$ cat config.mk
export PLATFORM = sky130hd
export DESIGN_NAME = star_softmax_norm
export DESIGN_NICKNAME = d
export VERILOG_FILES = /design/src/rtl/star_pkg.sv /design/src/rtl/star_norm_fifo.sv /design/src/rtl/star_softmax_norm.sv
export SDC_FILE = /design/constraint.sdc
export NUM_CORES = 1
export LEC_CHECK = 0
export CORE_ASPECT_RATIO = 0.5
export CORE_MARGIN = 3
export CORE_UTILIZATION = 55
export DETAILED_ROUTE_END_ITERATION = 10
export PLACE_DENSITY_LB_ADDON = 0.25
export SKIP_CTS_REPAIR_TIMING = 1
export SLEW_MARGIN = 10
export SYNTH_ARGS = -nofsm -noshare
export SYNTH_HDL_FRONTEND = slang
export SYNTH_SLANG_ARGS = --single-unit
$ cat constraint.sdc
create_clock -name clk -period 3.3 [get_ports clk]
set_clock_uncertainty 0.05 [all_clocks]
set_input_delay 0.33 -clock clk [delete_from_list [all_inputs] [get_ports clk]]
set_output_delay 0.33 -clock clk [all_outputs]
set_load 0.02 [all_outputs]
$ cat src/rtl/star_pkg.sv
// Shared definitions for the STAR softmax blocks: row geometry, default
// fraction width, normaliser FSM states and the normaliser result entry.
package star_pkg;

  localparam int Input_len = 32;
  localparam int LUT_len   = 256;
  localparam int Q_W_DEF   = 16;
  localparam int IDX_W     = 5;

  typedef enum logic [1:0] {
    IDLE = 2'd0,
    DIV  = 2'd1,
    PUSH = 2'd2
  } norm_state_t;

  typedef struct packed {
    logic [Q_W_DEF-1:0] prob;
    logic [IDX_W-1:0]   idx;
  } norm_entry_t;

endpackage

$ cat src/rtl/star_norm_fifo.sv
// Small synchronous FIFO for normaliser results. Extra pointer MSB tells
// full from empty; head is read straight out of registered storage.
module star_norm_fifo
  import star_pkg::*;
#(
  parameter int W     = Q_W_DEF + IDX_W,
  parameter int DEPTH = 4
) (
  input  logic         clk,
  input  logic         reset,
  input  logic         wr_en,
  input  logic [W-1:0] wr_data,
  input  logic         rd_en,
  output logic [W-1:0] rd_data,
  output logic         full,
  output logic         empty
);

  localparam int AW = $clog2(DEPTH);

  logic [W-1:0] mem [DEPTH];
  logic [AW:0]  wr_ptr;
  logic [AW:0]  rd_ptr;

  // storage write; data is not reset, only pointers are
  always_ff @(posedge clk) begin
    if (wr_en) mem[wr_ptr[AW-1:0]] <= wr_data;
  end

  // read/write pointers
  always_ff @(posedge clk or negedge reset) begin
    if (!reset) begin
      wr_ptr <= '0;
      rd_ptr <= '0;
    end else begin
      if (wr_en) wr_ptr <= wr_ptr + 1'b1;
      if (rd_en) rd_ptr <= rd_ptr + 1'b1;
    end
  end

  assign empty   = (wr_ptr == rd_ptr);
  assign full    = (wr_ptr[AW] != rd_ptr[AW]) && (wr_ptr[AW-1:0] == rd_ptr[AW-1:0]);
  assign rd_data = mem[rd_ptr[AW-1:0]];

endmodule

$ cat src/rtl/star_softmax_norm.sv
// STAR softmax normaliser: prob = exp / sum_exp as an unsigned Q0.Q_W
// fraction from a bit-serial restoring divider, buffered in a small FIFO
// with element index and end-of-row flag.
// Optional build macro STAR_NORM_ROUND_EN: one extra quotient bit and
// round-half-up with saturation (one extra cycle of latency).
module star_softmax_norm
  import star_pkg::*;
#(
  parameter int DATA_W     = 32,
  parameter int Q_W        = Q_W_DEF,
  parameter int N_ELEM     = Input_len,
  parameter int FIFO_DEPTH = 4
) (
  input  logic              clk,
  input  logic              reset,
  input  logic              in_valid,
  output logic              in_ready,
  input  logic [DATA_W-1:0] exp,
  input  logic [DATA_W-1:0] sum_exp,
  output logic              out_valid,
  input  logic              out_ready,
  output logic [Q_W-1:0]    prob,
  output logic [IDX_W-1:0]  out_idx,
  output logic              out_last,
  output logic              div_zero,
  output logic              row_done
);

`ifdef STAR_NORM_ROUND_EN
  localparam int QX_W = Q_W + 1;
`else
  localparam int QX_W = Q_W;
`endif
  localparam int                CNT_W    = $clog2(QX_W);
  localparam logic [CNT_W-1:0]  LAST_BIT = CNT_W'(QX_W - 1);
  localparam logic [IDX_W-1:0]  LAST_IDX = IDX_W'(N_ELEM - 1);
  localparam int                ENTRY_W  = Q_W + IDX_W;

  // Map the raw quotient onto the Q_W-bit result; the rounding build adds
  // the guard bit and clamps at all-ones instead of wrapping to zero.
  function automatic logic [Q_W-1:0] finish_quot(input logic [QX_W-1:0] q);
`ifdef STAR_NORM_ROUND_EN
    logic [Q_W:0] rnd;
    rnd = {1'b0, q[QX_W-1:1]} + {{Q_W{1'b0}}, q[0]};
    return rnd[Q_W] ? {Q_W{1'b1}} : rnd[Q_W-1:0];
`else
    return q;
`endif
  endfunction

  norm_state_t        state;
  norm_state_t        state_nxt;
  logic [DATA_W:0]    rem;
  logic [DATA_W:0]    rem_shl;
  logic [DATA_W:0]    rem_sub;
  logic               rem_ge;
  logic [DATA_W-1:0]  sum_q;
  logic [QX_W-1:0]    quot;
  logic [CNT_W-1:0]   bit_cnt;
  logic [IDX_W-1:0]   idx_cnt;
  logic               accept;
  logic               fast;
  logic               push;
  logic               pop;
  logic               full;
  logic               empty;
  logic [ENTRY_W-1:0] head;

  assign accept  = in_valid && in_ready;
  assign fast    = (sum_exp == '0) || (exp == '0) || (exp >= sum_exp);
  assign pop     = out_valid && out_ready;
  assign rem_shl = rem << 1;
  assign rem_ge  = (rem_shl >= {1'b0, sum_q});
  assign rem_sub = rem_shl - {1'b0, sum_q};

  // state register
  always_ff @(posedge clk or negedge reset) begin
    if (!reset) state <= IDLE;
    else        state <= state_nxt;
  end

  // next-state logic
  always_comb begin
    state_nxt = state;
    case (state)
      IDLE:    if (accept) state_nxt = fast ? PUSH : DIV;
      DIV:     if (bit_cnt == LAST_BIT) state_nxt = PUSH;
      PUSH:    if (push) state_nxt = IDLE;
      default: state_nxt = IDLE;
    endcase
  end

  // FSM outputs; a full FIFO still takes the write when its head leaves
  always_comb begin
    in_ready = (state == IDLE) && reset;
    push     = (state == PUSH) && (!full || pop);
  end

  // divider datapath; fast paths preload a quotient that finishes to 0 or all-ones
  always_ff @(posedge clk) begin
    if (accept) begin
      rem     <= {1'b0, exp};
      sum_q   <= sum_exp;
      bit_cnt <= '0;
      if ((sum_exp == '0) || (exp >= sum_exp)) quot <= '1;
      else                                     quot <= '0;
    end else if (state == DIV) begin
      rem     <= rem_ge ? rem_sub : rem_shl;
      quot    <= {quot[QX_W-2:0], rem_ge};
      bit_cnt <= bit_cnt + 1'b1;
    end
  end

  // element index, advanced on every FIFO write
  always_ff @(posedge clk or negedge reset) begin
    if (!reset)    idx_cnt <= '0;
    else if (push) idx_cnt <= (idx_cnt == LAST_IDX) ? '0 : idx_cnt + 1'b1;
  end

  // sticky divide-by-zero flag and end-of-row pulse
  always_ff @(posedge clk or negedge reset) begin
    if (!reset) begin
      div_zero <= 1'b0;
      row_done <= 1'b0;
    end else begin
      if (accept && (sum_exp == '0)) div_zero <= 1'b1;
      row_done <= pop && out_last;
    end
  end

  star_norm_fifo #(
    .W     (ENTRY_W),
    .DEPTH (FIFO_DEPTH)
  ) u_fifo (
    .clk     (clk),
    .reset   (reset),
    .wr_en   (push),
    .wr_data ({finish_quot(quot), idx_cnt}),
    .rd_en   (pop),
    .rd_data (head),
    .full    (full),
    .empty   (empty)
  );

  assign out_valid = !empty;
  assign prob      = out_valid ? head[ENTRY_W-1:IDX_W] : '0;
  assign out_idx   = out_valid ? head[IDX_W-1:0] : '0;
  assign out_last  = out_valid && (out_idx == LAST_IDX);

endmodule

## Yosys cells after proc, flatten, opt, wreduce, memory -nomap -nowiden

Memories as Yosys holds them, arrays and structs flattened.
Cells that the tools add are included.

| storage, ports and cells | value |
|---|---|
| register bits after elaboration | 99 |
| bits in writable memories | 84 |
| input bits | 68 |
| memories kept | 1 |

| operators by class | value |
|---|---|
| add/sub/neg operators | 5 |
| magnitude comparators | 2 |
| equality and inequality tests | 11 |
| multiplexer cells | 16 |
| reductions and logical operators | 19 |

Memories:

| memory | words | width | rd ports | clocked after memory_dff | wr ports | line | source |
|---|---|---|---|---|---|---|---|
| u_fifo.mem | 4 | 21 | 1 | 0 | 1 | star_norm_fifo.sv:21 | `logic [W-1:0] mem [DEPTH];` |

Operators by type and width:

| cell | number |
|---|---|
| two-way mux 32 bit | 3 |
| logical NOT 32 bit | 2 |
| two-way mux 16 bit | 4 |
| greater-or-equal comparator 33 x 32 -> 1 bit | 1 |
| greater-or-equal comparator 32 bit | 1 |
| subtractor 32 bit | 1 |
| equality test 5 bit, second input constant | 2 |
| two-way mux 5 bit | 2 |
| logical AND 1 bit | 8 |
| two-way mux 2 bit | 4 |
| adder 3 x 1 -> 3 bit, second input constant | 2 |
| inequality test 2 bit, second input constant | 3 |
| case mux 2 bit (3 select lines) | 1 |
| adder 5 x 1 -> 5 bit, second input constant | 1 |
| adder 4 x 1 -> 4 bit, second input constant | 1 |
| equality test 4 bit, second input constant | 1 |
| logical OR 1 bit | 4 |
| equality test 3 bit | 1 |
| AND reduction 3 bit | 1 |
| equality test 2 x 1 -> 1 bit, second input constant | 1 |
| equality test 2 bit | 1 |
| equality test 2 bit, second input constant | 1 |
| logical NOT 1 bit | 2 |
| logical NOT 2 bit | 1 |
| 3 further kinds | 4 |

## Logic depth before layout (Yosys ltp)

| logic depth | value |
|---|---|
| depth in word-level cells | 7 |
| depth in mapped cells | 13 |
| gate-level depth less buffers | 11 |

## By module

From an unflattened synthesis, not the netlist that was laid out.

| unflattened totals | value |
|---|---|
| cell total of the unflattened synthesis | 854 |
| area, all modules | 10279.9 um2 |

By module, submodules not included:

| module | times used | cells an instance | area an instance (um2) | seq. area each (um2) |
|---|---|---|---|---|
| star_softmax_norm | 1 | 714 | 6869.1 | 2707.6 |
| star_norm_fifo | 1 | 140 | 3410.8 | 2672.6 |

## Worst setup path after synthesis

No wires, ideal clock.

| timing path | value |
|---|---|
| kind | reg-to-reg |
| from | register rem[2] |
| to | register rem[18] (data pin) |
| library setup time | 0.261 ns |
| arrival | 2.514 ns |
| required time | 2.989 ns |
| path slack | 0.475 ns |
| stages on the path, launching flop included | 11 |
| buffers on the path | 1 |
| period minus slack after synthesis | 2.825 ns |
| cells stage by stage | edfxtp_1 ha_1 nand3_1 a21oi_2 o2111ai_2 a31o_1 a2111oi_4 nor2_2 buf_6 and3_1 a221o_1 |

| on the way | value |
|---|---|
| cells in the longest elaborated chain, start to end | 4 |

RTL lines:

| element | line | source |
|---|---|---|
| start, declared | star_softmax_norm.sv:53 | `logic [DATA_W:0] rem;` |
| start signal, assigned | star_softmax_norm.sv:102 | `rem <= {1'b0, exp};` |
| start signal, assigned | star_softmax_norm.sv:108 | `rem <= rem_ge ? rem_sub : rem_shl;` |
| subtractor 32 bit / greater-or-equal comparator 33 x 32 -> 1 bit (equally long branches) | star_softmax_norm.sv:74, star_softmax_norm.sv:73 |  |
| two-way mux 32 bit (*) | star_softmax_norm.sv:108 |  |
| two-way mux 32 bit (*) | star_softmax_norm.sv:107 | `end else if (state == DIV) begin` |
| two-way mux 32 bit (*) | star_softmax_norm.sv:101 | `if (accept) begin` |

Every way passes the cells marked *; elsewhere a longest branch is shown, timed or not. The select of a mux whose other input is x is not followed.
A chain may end at the register's enable or synchronous reset.

## Worst setup path in the final report

| timing path | value |
|---|---|
| from | register rem[2] |
| to | register rem[14] (data pin) |

Same word-level chain as after synthesis.

==> results.ini <==
[critical_path]
crit_fanout = 16
crit_path_end_kind = register
r2r_start = rem[2]
critPathMaxStageDelay_ns = 0.40
cp_num_buf_inv = 1
critPathSlowestCell = edfxtp_1
path_cells = ha_1 -> nand3_1 -> a21oi_2 -> o2111ai_2 -> a31o_1 -> a2111oi_4 -> nor2_2 -> buf_4 -> and3_1 -> a221o_1
critPathTopFamily = compound AO/OA/AOI/OAI gates
ff2ff_setup_slack_ns = 0.17
worst-setup-path-type = reg -> reg
critPathArrivalTime_ns = 3.27
startpoint_type = register
reg2regPathDepth = 10
rr_endpoint = rem[14]
crit_required_ns = 3.44

[finish]
seq_area_mm2 = 0.00538
post-route-util_pct = 68.7
nets = 1159
multiInputGateArea_mm2 = 0.00448
area_growth_pct = 18.9
drive_above_1_share_pct = 9.80
num_antenna_cells = 0
fin_area_mm2 = 0.0123
fin_cells = 1265
fillers = 1336

[sta]
fin_setup_tns_ns = 0
setup-violations-final = 0
fin_crit_sh_pct = 94.9
worst_pin_slew_ns = 0.614
period_minus_slack_ns = 3.13
slew_violations = 0
grt_setup_unrepaired = false
hold_slack_ns = 0.190
slew_headroom_pct = 59.1
fin_ws_ns = 0.170
hold_viol = 0
max_freq_mhz = 319

[floorplanning]
die_h_um = 103
ioPinCount = 94
start_util_pct = 57.8
core_area_mm2 = 0.0179
num_rows = 34
die_x_um = 200
die_area_mm2 = 0.0205

[clock_tree]
cts_htree_levels = 4
clock_path_buffers = 2
clk_latency_ns = 0.44
cts_buffers = 17
clk_pin_slew_worst_paths_ns = 0.08
clock-sinks = 183
cts_tree = built
root_buffer = clkbuf_16

[power]
combinationalPowerShare_pct = 49.7
max-vdd-ir-drop_v = 0.000448
finalPower_mw = 12.1
switching_power_mw = 4.77
pwr_density_cell_mw_per_mm2 = 988
power_frac_clock_pct = 17.6
p_leak_nw = 4.82
netSwitchingFraction_pct = 39.4
internal_power_mw = 7.35
p_seq_share_pct = 32.7

[yosys]
ys_seq_elements = 183
synthesis.area_mm2 = 0.0103
synth.top_cells.by_count = 164 x edfxtp_1, 78 x inv_1, 72 x ha_1
synth-seq-area-share_pct = 52.1
yosysTopAreaCell = edfxtp_1
synth_cell_types = 73
synthMostInstantiatedCell = edfxtp_1
synth_ff_type = edfxtp_1
ys_top_cells_by_area = edfxtp_1 48%, ha_1 8.7%, mux4_2 4.4%
yosysWarnings = 0
synth-edff-count = 164
synthArstFlopShare_pct = 8.20
postSynthAreaPerCell_um2 = 11.3
synth_top_area_share_pct = 47.7
syn_nets = 1053
syn_inst = 912

[drt]
final_antenna_net_count = 0
wl_um = 24400
wl_per_cell_um = 19.3
post-route-drc-count = 0
viasPerCell = 6.04
dr.first_iter.drc_count = 690
first_pass_iters = 5
vias = 7637

[min_path]
hp-class = in -> async

[placed_design]
port-buffer-count = 93
place_congestion = 0.940
dp_hpwl_um = 17400
pre_cts_ws_ns = 0.0524
placed_area_mm2 = 0.0116
place_inst = 1232

[global_route]
grt_pass1_wl_um = 38500
grt_antenna_before_repair = 0
grtUsageTotal_pct = 24.5
grt_pass1_vias = 7479
overflow = 0
grt_max_degree = 77

[run]
cap_violations = 0

[run_status]
status = finished, final reports clean

[layout make-up]
cell class / instances / area share [%]
clock buffer: 18 / 3.50
sequential: 183 / 43.9
multi-input combinational: 613 / 36.5
inverter: 79 / 2.42
clock inverter: 14 / 1.52
timing repair buffer: 124 / 9.79
tap: 234 / 2.39
[worst register-to-register path, stage by stage, from the launching register on]
cell,delay [ns]
edfxtp_1,0.40
ha_1,0.39
nand3_1,0.14
a21oi_2,0.21
o2111ai_2,0.19
a31o_1,0.31
a2111oi_4,0.40
nor2_2,0.10
buf_4,0.21
and3_1,0.21
a221o_1,0.26
[registers in the layout (all words and copies together) (netlist names)]
signal,cells
u_fifo.wr_ptr,3
rem,32
sum_q,32
bit_cnt,4
row_done,1
u_fifo.rd_ptr,3
quot,16
u_fifo.mem,84
div_zero,1
state,2
idx_cnt,5
[power by group through the flow]
stage,Sequential (mW),Clock (mW),Combinational [mW]
finish,3.97,2.13,6.02
global route,4.04,2.24,6.61
CTS,3.97,2.15,5.97
detailed placement,4.01,0,5.92
global placement,3.95,0,5.79
floorplan,3.84,0,4.21
[logic make-up after synthesis]
family / Yosys count / synth area share (%)
compound gates: 206 / 13.5
fa+ha+maj: 73 / 8.92
xor+xnor: 31 / 2.63
buf+inv: 116 / 4.49
mux: 26 / 4.98
flops: 183 / 52.1
simple gates: 277 / 13.4
[per-layer routing]
| metal | track usage [%] | wire [µm] | vias up |
|---|---|---|---|
| met4 | 7.66 | 630 | 0 |
| met1 | 32.8 | 10900 | 3682 |
| met5 | 0 | 0 | - |
| met2 | 41.1 | 11500 | 280 |
| li1 | - | - | 3620 |
| met3 | 5.16 | 1410 | 55 |
[worst max-delay path by stage]
| stage | to | from | slack, ns | cells after the start |
|---|---|---|---|---|
| 2_1_floorplan | rem[18] | rem[2] | 0.48 | 10 |
| 3_3_place_gp | quot[0] | exp[0] | 0.08 | 12 |
| 3_5_place_dp | quot[0] | exp[0] | 0.05 | 12 |
| 4_1_cts | rem[14] | rem[2] | 0.17 | 9 |
| 5_1_grt | rem[24] | rem[2] | 0.03 | 10 |
| 6_report | rem[14] | rem[2] | 0.17 | 10 |
[cells in the final DEF (no fill, tap or decap), types with 13 or more instances in the layout]
master	synthesis	layout
and2_1	25	25
mux4_2	20	20
nor4_1	19	19
dfrtp_1	15	15
clkdlybuf4s50_1	0	93
nand3_1	23	23
and3_1	15	15
nand2_1	68	68
edfxtp_1	164	164
o21ai_0	31	30
xnor2_1	20	20
clkbuf_16	0	17
nand4_1	17	17
o21a_1	24	24
a21oi_1	54	54
inv_1	78	78
nor3_1	13	13
a21o_1	19	19
buf_4	0	28
a31oi_1	16	16
nor2_1	64	63
ha_1	72	70
Note: power is estimated with default switching activity, not from simulation.
==> RTL change 1: new RTL, same flow settings <==
Reset style: synchronous (`reset`), changed in 4 clocked blocks.
--- a/src/rtl/star_norm_fifo.sv
+++ b/src/rtl/star_norm_fifo.sv
@@ -28,7 +28,7 @@
   end
 
   // read/write pointers
-  always_ff @(posedge clk or negedge reset) begin
+  always_ff @(posedge clk) begin
     if (!reset) begin
       wr_ptr <= '0;
       rd_ptr <= '0;
--- a/src/rtl/star_softmax_norm.sv
+++ b/src/rtl/star_softmax_norm.sv
@@ -74,7 +74,7 @@
   assign rem_sub = rem_shl - {1'b0, sum_q};
 
   // state register
-  always_ff @(posedge clk or negedge reset) begin
+  always_ff @(posedge clk) begin
     if (!reset) state <= IDLE;
     else        state <= state_nxt;
   end
@@ -112,13 +112,13 @@
   end
 
   // element index, advanced on every FIFO write
-  always_ff @(posedge clk or negedge reset) begin
+  always_ff @(posedge clk) begin
     if (!reset)    idx_cnt <= '0;
     else if (push) idx_cnt <= (idx_cnt == LAST_IDX) ? '0 : idx_cnt + 1'b1;
   end
 
   // sticky divide-by-zero flag and end-of-row pulse
-  always_ff @(posedge clk or negedge reset) begin
+  always_ff @(posedge clk) begin
     if (!reset) begin
       div_zero <= 1'b0;
       row_done <= 1'b0;
Formal check against the unedited RTL: differs if reset is asserted again (counterexample within 4 cycles, from zero or initial values and one cycle with reset low); with reset held inactive, the same outputs for 10 cycles.
==> RTL change 1 against the unedited design <==
Synthesized cell count decreased by 1.1%. Area after synthesis fell by 0.87%. Utilization increased by 1.2 points. Wire length fell by 1.9%. Sequential cell count grew 2. Setup slack worse by 0.040 ns. Cell area grew 1.3%. Non-clock buffer count is 33 higher. Die area fell by 0.83%.
Power is not compared: it rests on default switching activity, and its combinational part moved more than twofold at a synthesized area within 25%.
==> RTL change 1: results (changes against the unedited design) <==
Logic synthesis
Sorting the synthesized cells by how often they occur yields edfxtp_1, a21oi_1, inv_1. The most used flip-flop cell after synthesis is edfxtp_1. The sequential-to-total area share from yosys stat is 52.3% (+0.12 points). Sorting the synthesized cells by area gives the leading types as edfxtp_1, ha_1, mux4_2. The net count after synthesis is 1043 (-0.95%). The number of warnings reported in the yosys synthesis log was 0 (unchanged).

The share of flip-flops with an asynchronous set or reset after synthesis came to 0% (-8.2 points). The number of library cell types mapped by synthesis is 63 (-14%).

Critical path
The number of cells on the worst reg-to-reg path is 11 (+1). The end of the worst register-to-register path is rem[30]. The worst-path maximum fanout is 15 (-1). The timing startpoint of the critical path is sum_exp[9]. The cell family contributing the most delay on the critical path is compound AO/OA/AOI/OAI gates. The worst reg2reg path startpoint is sum_q[7].

The arrival time at the worst endpoint came to 3.31 ns (+0.04 ns). The longest individual stage delay on the worst path was 0.49 ns (+0.09 ns). The cell with the largest stage delay on the worst path is clkdlybuf4s50_1. The most critical setup path has its endpoint at quot[3].

The minimum setup slack among reg-to-reg paths was 0.14 ns (-0.03 ns).

Global routing
The global routing met3 resource utilization is 6.75% (+1.6 points). The met2 routing resource usage after global routing is 37.7% (-3.3 points). The overall global routing resource usage is 24.4% (-0.11 points).

The wire length of the first global-routing pass was 38300 um (-0.66%). The via count of the first global-routing pass is 7355 (-1.7%). The met1 routing resource usage after global routing came to 35.2% (+2.4 points). The maximum number of pins on one net before global-route repair is 71 (-7.8%).

Run status
The run finished with clean final reports.

CTS
The clock transition at the registers of the reported paths is ~0.07 ns. The total number of H-tree levels is 4 (unchanged). The insertion delay of the later-clocked pin in the worst-skew pair was 0.44 ns (about the same). The root buffer cell is clkbuf_16.

Timing
The peak clock frequency supported by timing is 315 MHz (-1.3%). The tightest slew margin relative to the limit came to 45.3% (-14 points).

Finish
The layout net count is 1183 (+2.1%). The layout filler cell count is 1299 (-2.8%). The share of post-route cells with drive strength above 1 is 12.6% (+2.8 points).

Drt
The per-cell via count in the routed design came to 5.90 (-2.3%). The routed wire length came to 24000 um (-1.9%). The number of detailed-route iterations in the first pass is 6 (+1). The violation count after the first detailed-route iteration is 647 (-6.2%).

Pwr
Of the total power, the share spent switching nets is roughly 34%. Summed over all cells, the static leakage comes to between 0.004 and 0.005 uW. The worst voltage drop across the vdd grid is approximately 0.00049 V.

Worst hold path
The min-delay analysis places its worst path in the category register to register.

Place
The post-placement setup slack is -0.301 ns (-0.353 ns). The detailed-placement wirelength estimate is 17400 um (about the same). The routability congestion estimate is 0.948 (+0.88%).
## RTL change 1: cell types whose count changed after synthesis, sizes merged, moves of 8 or more
cell	before	now
and2	26	12
nand3	23	14
and3	15	7
nor2b	8	33
a21oi	55	90
a31oi	16	6
nand2	69	47
dfxtp	4	21
dfrtp	15	0
## RTL change 1: cell families (layout without fill, tap and decap cells)
group	count (synthesis)	after routing	share of synthesized area, %
buf+inv	114	267	4.55
mux	28	28	5.20
flops	185	185	52.3
compound gates	219	219	13.7
simple gates	248	248	12.3
fa+ha+maj	73	73	9.00
xor+xnor	35	35	3.00
## RTL change 1: per-stage QoR
step / instance area, um^2 / cells / total power, uW / setup TNS [ns]
2_1_floorplan: 10200 / 902 / 4760 / 0
3_3_place_gp: 11800 / 1256 / 5430 / -2.52
3_5_place_dp: 11800 / 1256 / 5500 / -4.55
4_1_cts: 12400 / 1288 / 7590 / 0
5_1_grt: 12400 / 1289 / 8010 / 0
6_report: 12400 / 1289 / 7600 / 0
## RTL change 1: worst min-delay path by stage
stage	startpoint	endpoint	slack [ns]	cells after the start
floorplan	sum_exp[0]	sum_q[0]	0.38	0
global placement	div_zero	div_zero	0.44	2
detailed placement	div_zero	div_zero	0.44	2
CTS	sum_exp[28]	sum_q[28]	0.45	1
global route	sum_exp[28]	sum_q[28]	0.45	1
finish	div_zero	div_zero	0.45	2
## RTL change 1: worst min-delay path, stage by stage (launching register included)
cell and delay [ns]:
dfxtp_1 0.34, a21oi_1 0.04, nor2b_1 0.09
## RTL change 1: layout make-up
class,count,area [um^2],share of cell area [%]
well taps,234,293,2.36
clock buffers,17,425,3.42
multi-input cells,603,4430,35.6
flip-flops and latches,185,5350,43.0
clock inverters,15,195,1.57
inverters,78,293,2.36
repair buffers,157,1450,11.7
## RTL change 1: per-layer routing
layer / vias to the layer above / share of wire [%] / routed length [um]
met3: 32 / 7.6 / 1830
met5: - / 0 / 0
met4: 0 / 1.6 / 385
met1: 3678 / 47 / 11300
li1: 3604 / - / -
met2: 291 / 44 / 10500
## RTL change 1: power by group through the flow
stage / Combinational [uW] / Clock [uW] / Sequential [uW]
global placement: 2410 / 0 / 3020
global route: 2780 / 2220 / 3010
finish: 2530 / 2090 / 2990
detailed placement: 2470 / 0 / 3030
floorplan: 1770 / 0 / 2990
CTS: 2490 / 2120 / 2980
==> RTL change 2: new RTL, config.mk and constraints unchanged <==
Made on the original files. Add a define of `STAR_NORM_ROUND_EN`.
--- a/src/rtl/star_softmax_norm.sv
+++ b/src/rtl/star_softmax_norm.sv
@@ -3,6 +3,8 @@
 // with element index and end-of-row flag.
 // Optional build macro STAR_NORM_ROUND_EN: one extra quotient bit and
 // round-half-up with saturation (one extra cycle of latency).
+`define STAR_NORM_ROUND_EN
+
 module star_softmax_norm
   import star_pkg::*;
 #(
Check against the original RTL: same outputs for any inputs over 4 cycles, from zero or initial values and one cycle with reset low; that may be too few to reach the edited logic, so the function may still have changed.
==> RTL change 2 against the unedited design <==
Count of clock-buffer cells in the layout unchanged. Via count increased by 4.9%. First-iteration DRC count decreased by 13%. Largest cell class unchanged. Power increased by 4.6%. Critical endpoint is now rem[30]. Sequential share of layout area decreased by 1.3 points. Wire length increased by 4.9%. Die area increased by 3.5%. Area after synthesis increased by 3.6%. Sequential cell count increased by 2. Cell area increased by 3.9%. Setup slack got worse by 0.051 ns.
==> RTL change 2: results (changes against the unedited design) <==
Logic synthesis
The net count after synthesis is 1104 (+4.8%). Counting instances in the post-synthesis netlist gives the leading cell types as edfxtp_1, nor2_1, inv_1. The share of flip-flops with an asynchronous set or reset after synthesis is 8.11% (-0.089 points). In the post-synthesis netlist, the biggest area contributors are edfxtp_1, ha_1, mux4_2. The number of warnings reported in the yosys synthesis log is 0 (unchanged). The number of library cell types mapped by synthesis is 64 (-12%). The number of enable flip-flop cells after synthesis is 165 (+0.61%). The gate count of the mapped netlist is 960 (+5.3%). The sequential-to-total area share from yosys stat is 50.8% (-1.4 points).

Worst hold path
The worst hold path belongs to the class input port to asynchronous set/reset pin.

CTS
The maximum number of buffers from clock root to sink is 2 (unchanged). CTS placed an instance of clkbuf_16 at the clock tree root. The total CTS buffers is 17 (unchanged). The total number of H-tree levels is 4 (unchanged). The insertion delay of the later-clocked pin in the worst-skew pair is 0.44 ns (about the same). The clock transition at the registers of the reported paths is 0.08 ns (about the same).

Critical path
The worst-path maximum fanout is 7 (-9). The cell family contributing the most delay on the critical path is compound AO/OA/AOI/OAI gates. The longest individual stage delay on the worst path is 0.45 ns (+0.05 ns).

The slowest stage of the critical path belongs to the cell edfxtp_1.

Place
The post-placement setup slack is -0.0411 ns (-0.0935 ns). The number of instances in the placed design is 1310 (+6.3%). The number of port buffers came to 93 (unchanged). The detailed-placement wirelength estimate is 18600 um (+7.3%). The routability congestion estimate is 0.972 (+3.4%).

Finish
The layout net count came to 1214 (+4.7%). The layout filler cell count is 1404 (+5.1%). The share of post-route cells with drive strength above 1 is 9.79% (about the same). The flip-flop count of the largest register, all copies and words added is 84 (unchanged).

The number of non-filler instances in the completed layout is 1342 (+6.1%). The total inserted antenna cells was 0 (unchanged).

Pwr
The worst voltage drop across the vdd grid is 0.000486 V (+8.6%). The leakage power is 0.00503 uW (+4.3%). The design internal power came to 7640 uW (+3.9%).

Timing
The tightest slew margin relative to the limit is 31.0% (-28 points).

Drt
The violation count after the first detailed-route iteration was 602 (-13%). The number of detailed-route iterations in the first pass is 5 (unchanged). The routed wire length came to 25600 um (+4.9%). The number of vias after detailed routing is 8012 (+4.9%).

Global routing
The overall global routing resource usage came to 24.6% (+0.076 points). The maximum number of pins on one net before global-route repair is 68 (-12%). The via count of the first global-routing pass is 7864 (+5.1%).

The wire length of the first global-routing pass is 41400 um (+7.3%). The number of antenna violations at the first check in global routing is 0 (unchanged).

Run status
The flow ran to the end, and the final reports show no timing, DRC or antenna violations.
==> RTL change 2: final cells by class <==
class / instances / share of cell area, %
sequential: 185 / 42.6
multi-input combinational: 658 / 37.7
timing repair buffer: 131 / 10.1
clock buffer: 18 / 3.37
tap: 259 / 2.54
inverter: 77 / 2.27
clock inverter: 14 / 1.41
==> RTL change 2: cell families (layout without fill, tap and decap cells) <==
family | Yosys count | in the layout | share of synthesized area, %
XOR/XNOR | 43 | 43 | 3.52
flip-flops | 185 | 185 | 50.8
AND/OR/NAND/NOR | 285 | 285 | 13.3
buffers and inverters | 117 | 240 | 4.32
multiplexers | 45 | 45 | 6.60
AO/OA/AOI/OAI | 209 | 209 | 12.5
adder cells (fa/ha/maj) | 76 | 76 | 8.96
==> RTL change 2: final timing paths <==
kind	startpoint	end	slack (ns)	cells past startpoint
max	rem[10]	rem[30]	0.12	9
min	reset	div_zero	0.18	2
max reg2reg	rem[10]	rem[30]	0.12	9
min reg2reg	div_zero	div_zero	0.41	1
max in group asynchronous	reset	u_fifo.wr_ptr[0]	2.82	2
min in group clk	div_zero	div_zero	0.41	1
==> RTL change 2: routing by layer <==
| metal | vias up | share of wire, % | GRT usage [%] |
|---|---|---|---|
| met5 | - | 0 | 0 |
| met4 | 0 | 1.5 | 6.53 |
| met3 | 28 | 5.8 | 3.67 |
| met2 | 294 | 48 | 40.9 |
| met1 | 3891 | 45 | 34.2 |
| li1 | 3799 | - | - |
==> RTL change 2: power by group through the flow <==
| stage | Combinational [uW] | Sequential (uW) | Clock [uW] |
|---|---|---|---|
| floorplan | 4480 | 3970 | 0 |
| global placement | 6190 | 4090 | 0 |
| CTS | 6430 | 4090 | 2130 |
| detailed placement | 6350 | 4130 | 0 |
| global route | 7080 | 4170 | 2230 |
| finish | 6490 | 4090 | 2100 |
==> RTL change 2: metrics by stage <==
step                      total power [uW]  instance area, um^2
after floorplan                       8450                10700
after detailed placement             10500                12100
final                                12700                12800
after CTS                            12600                12700
after global placement               10300                12100
after global routing                 13500                12800
